File: src/rtl/hex_text_arbiter_pkg.sv
// Shared constants, FSM state type and cell address helper for the hex text
// display character RAM arbiter.
package hex_text_arbiter_pkg;

  localparam int COLS   = 20;
  localparam int ROWS   = 15;
  localparam int CELL_W = 8;
  localparam int ADDR_W = 9;
  localparam int CODE_W = 4;

  localparam logic [2:0] FETCH_X = 3'd4;

  typedef enum logic [2:0] {
    ST_IDLE,
    ST_VRD,
    ST_VWAIT,
    ST_CWR,
    ST_CRD,
    ST_CWAIT
  } state_t;

  // Linear cell index in ADDR_W-bit arithmetic.
  function automatic logic [ADDR_W-1:0] cell_addr(input logic [3:0] row, input logic [4:0] col);
    logic [ADDR_W-1:0] w_row;
    w_row = ADDR_W'(row);
    return w_row * ADDR_W'(COLS) + ADDR_W'(col);
  endfunction

endpackage

File: src/rtl/hex_text_arbiter_if.sv
// CPU access port and character RAM port of the arbiter, bundled as one interface.
interface hex_text_arbiter_if;
  import hex_text_arbiter_pkg::*;

  logic              cpu_req;
  logic              cpu_we;
  logic [ADDR_W-1:0] cpu_addr;
  logic [CODE_W-1:0] cpu_wdata;
  logic              cpu_ack;
  logic [CODE_W-1:0] cpu_rdata;
  logic [ADDR_W-1:0] ram_addr;
  logic              ram_we;
  logic [CODE_W-1:0] ram_wdata;
  logic [CODE_W-1:0] ram_rdata;

  modport slave (
    input  cpu_req, cpu_we, cpu_addr, cpu_wdata, ram_rdata,
    output cpu_ack, cpu_rdata, ram_addr, ram_we, ram_wdata
  );

  modport master (
    output cpu_req, cpu_we, cpu_addr, cpu_wdata, ram_rdata,
    input  cpu_ack, cpu_rdata, ram_addr, ram_we, ram_wdata
  );

endinterface

File: src/rtl/hex_text_arbiter_video_fetch_gen.sv
// Turns beam position changes into video fetch requests (next cell or first
// cell of the next line) and the strobe that hands the prefetched code over.
module hex_text_arbiter_video_fetch_gen
  import hex_text_arbiter_pkg::*;
(
  input  logic              clk,
  input  logic              reset,
  input  logic [7:0]        hpos,
  input  logic [6:0]        vpos,
  input  logic              display_on,
  output logic              vreq,
  output logic [ADDR_W-1:0] vaddr,
  output logic              handoff
);

  logic [7:0] r_hpos_prev;
  logic       r_disp_prev;

  logic       w_hpos_chg;
  logic [4:0] w_col;
  logic [3:0] w_row;
  logic [6:0] w_vpos_nx;
  logic       w_cell_evt;
  logic       w_line_evt;
  logic       w_last_line;
  logic [ADDR_W-1:0] w_line_addr;
  logic [ADDR_W-1:0] w_cell_next;

  always_ff @(posedge clk or negedge reset) begin
    if (!reset) begin
      r_hpos_prev <= '0;
      r_disp_prev <= 1'b0;
    end else begin
      r_hpos_prev <= hpos;
      r_disp_prev <= display_on;
    end
  end

  assign w_hpos_chg  = (hpos != r_hpos_prev);
  assign w_col       = hpos[7:3];
  assign w_row       = vpos[6:3];
  assign w_vpos_nx   = vpos + 7'd1;
  assign w_last_line = (vpos == 7'(ROWS*CELL_W-1));

  // The last column has no right neighbour; its successor comes from the line fetch.
  assign w_cell_evt  = display_on && w_hpos_chg && (hpos[2:0] == FETCH_X) &&
                       (w_col != 5'(COLS-1));
  assign w_line_evt  = r_disp_prev && !display_on;

  assign w_cell_next = cell_addr(w_row, w_col) + ADDR_W'(1);
  assign w_line_addr = w_last_line ? '0 : cell_addr(w_vpos_nx[6:3], 5'd0);

  assign vreq    = w_cell_evt || w_line_evt;
  assign vaddr   = w_line_evt ? w_line_addr : w_cell_next;
  assign handoff = display_on && ((w_hpos_chg && (hpos[2:0] == 3'd0)) || !r_disp_prev);

endmodule

File: src/rtl/hex_text_arbiter.sv
// Character RAM arbiter: video prefetch has strict priority, CPU waits on req/ack.
//
// state    | meaning
// ---------+----------------------------------------------
// ST_IDLE  | RAM free; pick pending video fetch, else CPU
// ST_VRD   | video read address on RAM
// ST_VWAIT | video read data returns into next_code
// ST_CWR   | CPU write cycle, ack pulsed
// ST_CRD   | CPU read address on RAM
// ST_CWAIT | CPU read data returned, ack pulsed
module hex_text_arbiter
  import hex_text_arbiter_pkg::*;
(
  input  logic               clk,
  input  logic               reset,
  input  logic [7:0]         hpos,
  input  logic [6:0]         vpos,
  input  logic               display_on,
  hex_text_arbiter_if.slave  bus,
  output logic [CODE_W-1:0]  digit,
  output logic               vid_miss
);

  state_t r_state;
  state_t w_state_nx;

  logic              r_vpending;
  logic [ADDR_W-1:0] r_vaddr;
  logic              r_vid_miss;
  logic [CODE_W-1:0] r_next_code;
  logic [CODE_W-1:0] r_cur_code;

  logic              w_vreq;
  logic [ADDR_W-1:0] w_vaddr;
  logic              w_handoff;

  hex_text_arbiter_video_fetch_gen u_vfetch (
    .clk        (clk),
    .reset      (reset),
    .hpos       (hpos),
    .vpos       (vpos),
    .display_on (display_on),
    .vreq       (w_vreq),
    .vaddr      (w_vaddr),
    .handoff    (w_handoff)
  );

  always_ff @(posedge clk or negedge reset) begin
    if (!reset) begin
      r_state     <= ST_IDLE;
      r_vpending  <= 1'b0;
      r_vaddr     <= '0;
      r_vid_miss  <= 1'b0;
      r_next_code <= '0;
      r_cur_code  <= '0;
    end else begin
      r_state <= w_state_nx;
      // A fresh event overrides the clear in VRD so back-to-back requests survive.
      if (w_vreq) begin
        r_vpending <= 1'b1;
        r_vaddr    <= w_vaddr;
      end else if (r_state == ST_VRD) begin
        r_vpending <= 1'b0;
      end
      if (w_vreq && r_vpending && (r_state != ST_VRD))
        r_vid_miss <= 1'b1;
      if (r_state == ST_VWAIT)
        r_next_code <= bus.ram_rdata;
      if (w_handoff)
        r_cur_code <= r_next_code;
    end
  end

  always_comb begin
    w_state_nx    = r_state;
    bus.ram_addr  = '0;
    bus.ram_we    = 1'b0;
    bus.ram_wdata = '0;
    bus.cpu_ack   = 1'b0;
    bus.cpu_rdata = '0;
    case (r_state)
      ST_IDLE: begin
        // The event arriving this cycle counts, so video beats a simultaneous CPU request.
        if (r_vpending || w_vreq)
          w_state_nx = ST_VRD;
        else if (bus.cpu_req)
          w_state_nx = bus.cpu_we ? ST_CWR : ST_CRD;
      end
      ST_VRD: begin
        bus.ram_addr = r_vaddr;
        w_state_nx   = ST_VWAIT;
      end
      ST_VWAIT: begin
        w_state_nx = ST_IDLE;
      end
      ST_CWR: begin
        bus.ram_addr  = bus.cpu_addr;
        bus.ram_wdata = bus.cpu_wdata;
        bus.ram_we    = 1'b1;
        bus.cpu_ack   = 1'b1;
        w_state_nx    = ST_IDLE;
      end
      ST_CRD: begin
        bus.ram_addr = bus.cpu_addr;
        w_state_nx   = ST_CWAIT;
      end
      ST_CWAIT: begin
        bus.cpu_rdata = bus.ram_rdata;
        bus.cpu_ack   = 1'b1;
        w_state_nx    = ST_IDLE;
      end
      default: w_state_nx = ST_IDLE;
    endcase
  end

  assign digit    = r_cur_code;
  assign vid_miss = r_vid_miss;

endmodule
File: src/flat_wrapper.sv
// flat-port wrapper written by rule: the top's interface ports become plain ports
module hex_text_arbiter_flat import hex_text_arbiter_pkg::*;
  (clk, reset, hpos, vpos, display_on, digit, vid_miss, bus_cpu_req, bus_cpu_we, bus_cpu_addr, bus_cpu_wdata, bus_ram_rdata, bus_cpu_ack, bus_cpu_rdata, bus_ram_addr, bus_ram_we, bus_ram_wdata);
  hex_text_arbiter_if bus_i ();
  input  logic clk;
  input  logic reset;
  input  logic [7:0] hpos;
  input  logic [6:0] vpos;
  input  logic display_on;
  output logic [CODE_W-1:0] digit;
  output logic vid_miss;
  input wire logic [$bits(bus_i.cpu_req)-1:0] bus_cpu_req;
  input wire logic [$bits(bus_i.cpu_we)-1:0] bus_cpu_we;
  input wire logic [$bits(bus_i.cpu_addr)-1:0] bus_cpu_addr;
  input wire logic [$bits(bus_i.cpu_wdata)-1:0] bus_cpu_wdata;
  input wire logic [$bits(bus_i.ram_rdata)-1:0] bus_ram_rdata;
  output wire logic [$bits(bus_i.cpu_ack)-1:0] bus_cpu_ack;
  output wire logic [$bits(bus_i.cpu_rdata)-1:0] bus_cpu_rdata;
  output wire logic [$bits(bus_i.ram_addr)-1:0] bus_ram_addr;
  output wire logic [$bits(bus_i.ram_we)-1:0] bus_ram_we;
  output wire logic [$bits(bus_i.ram_wdata)-1:0] bus_ram_wdata;
  assign bus_i.cpu_req = bus_cpu_req;
  assign bus_i.cpu_we = bus_cpu_we;
  assign bus_i.cpu_addr = bus_cpu_addr;
  assign bus_i.cpu_wdata = bus_cpu_wdata;
  assign bus_i.ram_rdata = bus_ram_rdata;
  assign bus_cpu_ack = bus_i.cpu_ack;
  assign bus_cpu_rdata = bus_i.cpu_rdata;
  assign bus_ram_addr = bus_i.ram_addr;
  assign bus_ram_we = bus_i.ram_we;
  assign bus_ram_wdata = bus_i.ram_wdata;
  hex_text_arbiter u_core (.clk(clk), .reset(reset), .hpos(hpos), .vpos(vpos), .display_on(display_on), .bus(bus_i), .digit(digit), .vid_miss(vid_miss));
endmodule
File: config.mk
export PLATFORM = sky130hd
export DESIGN_NAME = hex_text_arbiter_flat
export DESIGN_NICKNAME = d
export VERILOG_FILES = /design/src/rtl/hex_text_arbiter_pkg.sv /design/src/rtl/hex_text_arbiter_if.sv /design/src/rtl/hex_text_arbiter_video_fetch_gen.sv /design/src/rtl/hex_text_arbiter.sv /design/src/flat_wrapper.sv
export SDC_FILE = /design/constraint.sdc
export NUM_CORES = 1
export LEC_CHECK = 0
export BUFFER_PORTS_ARGS = -buffer_cell sky130_fd_sc_hd__buf_2
export CORE_AREA = 2 2 69 71
export CTS_BUF_LIST = sky130_fd_sc_hd__clkbuf_2 sky130_fd_sc_hd__clkbuf_4 sky130_fd_sc_hd__clkbuf_8
export CTS_CLUSTER_SIZE = 40
export DETAILED_ROUTE_END_ITERATION = 6
export DIE_AREA = 0 0 71 73
export PLACE_DENSITY = 0.75
export SLEW_MARGIN = 15
export SYNTH_ARGS = -nofsm -noshare
export SYNTH_HDL_FRONTEND = slang
export SYNTH_SLANG_ARGS = --single-unit
File: constraint.sdc
create_clock -name clk -period 2.1 [get_ports clk]
set_input_delay 0.42 -clock clk [delete_from_list [all_inputs] [get_ports clk]]
set_output_delay 0.42 -clock clk [all_outputs]
set_load 0.01 [all_outputs]
==> impl_metrics.json <==
{
  "dominantRegCellSynth": "dfrtp_1",
  "cts_root_buffer": "clkbuf_8",
  "syn-cell-area_sq_um": 2150,
  "grt_pass1_vias": 1937,
  "wl_per_cell_um": 13.4,
  "antenna_found_initial": 0,
  "grt_overflow": 0,
  "max_freq_mhz": 441,
  "p_leak_nw": 1.35,
  "gp_congestion": 0.799,
  "grt_usage_pct": 20.7,
  "yosysSeqAreaShare_pct": 36.1,
  "period_share_pct": 108,
  "slew_viol_final": 0,
  "hold_viol_final": 0,
  "synth_edf_count": 0,
  "drt-pass1-iter-count": 5,
  "via_per_inst": 5.33,
  "grt_max_degree": 32,
  "die_w_um": 71,
  "violations": "setup timing",
  "crit_path_end_kind": "register",
  "post-route-drc-count": 0,
  "cp.arrival_ns": 2.42,
  "cp.required_ns": 2.25,
  "n_fill_cell": 381,
  "p_per_area_nw_per_um2": 844,
  "maxCapViolations": 0,
  "final-setup-viol-count": 2,
  "final_common_cell": "buf_2",
  "drive_gt1_share_pct": 39.2,
  "numCtsBuffers": 5,
  "yosys_warnings": 0,
  "grt_setup_unrepaired": "true",
  "power.total_mw": 2.42,
  "port_buffers": 60,
  "final_cell_mix": "buf_2, dfrtp_1, buf_4",
  "hold_slack_ns": 0.175,
  "vias": 1946,
  "ir_drop_v": 0.000465,
  "drtIter0Drc": 73,
  "clk_path_buf_depth": 2,
  "hold_path.class": "input pin to asynchronous set/reset pin",
  "rows": 25,
  "synthArstFlopShare_pct": 100,
  "design_area_sq_um": 2870,
  "nets": 361,
  "ctsHoldBuffers": 0,
  "cts_tree": "yes",
  "worstSetupStartpointType": "input pin",
  "synth.distinct_cells": 55,
  "antenna_cells": 0,
  "routed_wl_mm": 4.91,
  "fin_ws_ns": -0.166,
  "synth_area_per_cell_sq_um": 9.68,
  "final_util_pct": 63.3,
  "skew_ns": 0.00948,
  "period_needed_ns": 2.27,
  "crit_slowest_cell": "fa_2",
  "crit_chain": "buf_8 > and4_4 > and3_4 > xnor2_2 > ha_1 > ha_2 > inv_2 > fa_2 > xnor3_1 > a22o_1 > mux2_4",
  "clkLatencyLatePin_ns": 0.27,
  "dieArea_sq_um": 5180,
  "worst_slew_pin_slew_ns": 0.666,
  "max_slew_margin_pct": 55.6,
  "clk_pin_slew_ns": 0.07,
  "grt_pass1_wl_mm": 8.60,
  "initial_core_util_pct": 47.4,
  "outcome": "finished with violations",
  "cts.sinks": 31,
  "fp.dieH_um": 73,
  "ios": 61,
  "synthCells": 222,
  "crit_type": "input pin to register",
  "area_growth_pct": 33.6,
  "dp_hpwl_mm": 3.93,
  "critPathMaxStageDelay_ns": 0.32,
  "pre_cts_ws_ns": -0.495,
  "htree_levels": 2,
  "placed_area_sq_um": 2720,
  "syn_nets": 273,
  "core_area_sq_um": 4540,
  "ys_seq_elements": 31,
  "drtAntennaViolNets": 0,
  "crit_fanout": 3
}
==> layer usage <==
metal	up-vias	share of wire [%]	GRT usage [%]
met5	-	0	0
met4	0	0.55	4.82
met3	2	5.0	3.59
met2	51	48	35.1
met1	902	47	27.9
li1	991	-	-
==> worst paths after layout <==
| kind | from | endpoint | cells past startpoint | slack, ns |
|---|---|---|---|---|
| hold reg to reg | u_core.vid_miss | u_core.vid_miss | 1 | 0.47 |
| max in group asynchronous | reset | u_core.r_vaddr[7] | 1 | 1.49 |
| setup reg to reg | u_core.u_vfetch.r_hpos_prev[6] | u_core.r_vaddr[5] | 5 | 0.45 |
| min in group clk | hpos[0] | u_core.u_vfetch.r_hpos_prev[0] | 1 | 0.28 |
| setup / recovery | vpos[4] | u_core.r_vaddr[7] | 11 | -0.17 |
| hold / removal | reset | u_core.digit[1] | 1 | 0.17 |
==> registers in the layout (all words and copies together) (netlist names) <==
signal and count:
u_core.digit 4, u_core.u_vfetch.r_hpos_prev 8, u_core.r_next_code 4, u_core.vid_miss 1, u_core.u_vfetch.r_disp_prev 1, u_core.r_vpending 1, u_core.r_state 3, u_core.r_vaddr 9
==> layout make-up <==
class                      instances  area (sq um)  share of cell area [%]
clock buffer                       5          68.8                    2.40
clock inverter                     3          43.8                    1.53
inverter                           9          33.8                    1.18
multi-input combinational        173          1340                    46.7
sequential                        31           776                    27.0
tap                               54          67.6                    2.35
timing repair buffer              90           542                    18.9
==> cells by family (layout without fill, tap and decap cells) <==
family,after synthesis,after routing,share of synthesized area (%)
compound gates,67,67,22.0
simple gates,61,61,14.3
flops,31,31,36.1
xor+xnor,19,19,8.38
buf+inv,18,107,3.96
fa+ha+maj,14,14,8.85
mux,12,12,6.46
==> synth_stat cells (2+ instances only) <==
cell	instances	area, sq um
dfrtp_1	31	776
nand2_1	19	71.3
xnor2_1	17	149
ha_1	12	150
o21ai_1	12	60.1
nor2_1	11	41.3
a21oi_1	10	50.1
mux2_1	10	113
a22oi_1	9	67.6
inv_1	8	30.0
nand3_1	8	40.0
and3_1	6	37.5
clkbuf_1	6	22.5
o21ai_0	6	30.0
and2_1	4	25.0
a211oi_1	3	22.5
nor3_1	3	15.0
a21o_1	2	15.0
a22o_1	2	17.5
a31oi_1	2	12.5
fa_1	2	40.0
nand2b_1	2	12.5
nand4_1	2	12.5
o211ai_1	2	15.0
o21ai_2	2	17.5
o21bai_1	2	15.0
==> power breakdown <==
part | total (mW) | switching (mW) | internal [mW]
Clock | 0.571 | 0.218 | 0.353
Combinational | 0.997 | 0.515 | 0.482
Sequential | 0.856 | 0.101 | 0.755
Total | 2.42 | 0.835 | 1.59
==> what timing repair did <==
| item | CTS | global route |
|---|---|---|
| setup endpoints to repair | 2 | 11 |
| pin swaps | 0 | 4 |
| gates resized for setup | 4 | 4 |
| setup buffers | 0 | 1 |
==> per-stage QoR <==
stage / cells / TNS (ns)
after floorplan: 222 / -0.591
after global placement: 356 / -1.13
after detailed placement: 356 / -1.31
after CTS: 364 / -0.303
after global routing: 365 / -0.401
final: 365 / -0.320
==> critical path, delay by kind of cell <==
kind                     cells  cell delay (ns)
adder cells (fa/ha/maj)      3             0.77
XOR/XNOR                     2             0.31
AO/OA/AOI/OAI                1             0.18
AND/OR/NAND/NOR              2             0.34
multiplexers                 1             0.25
buffers and inverters        2             0.15
Power figures use the tool's default switching activity.
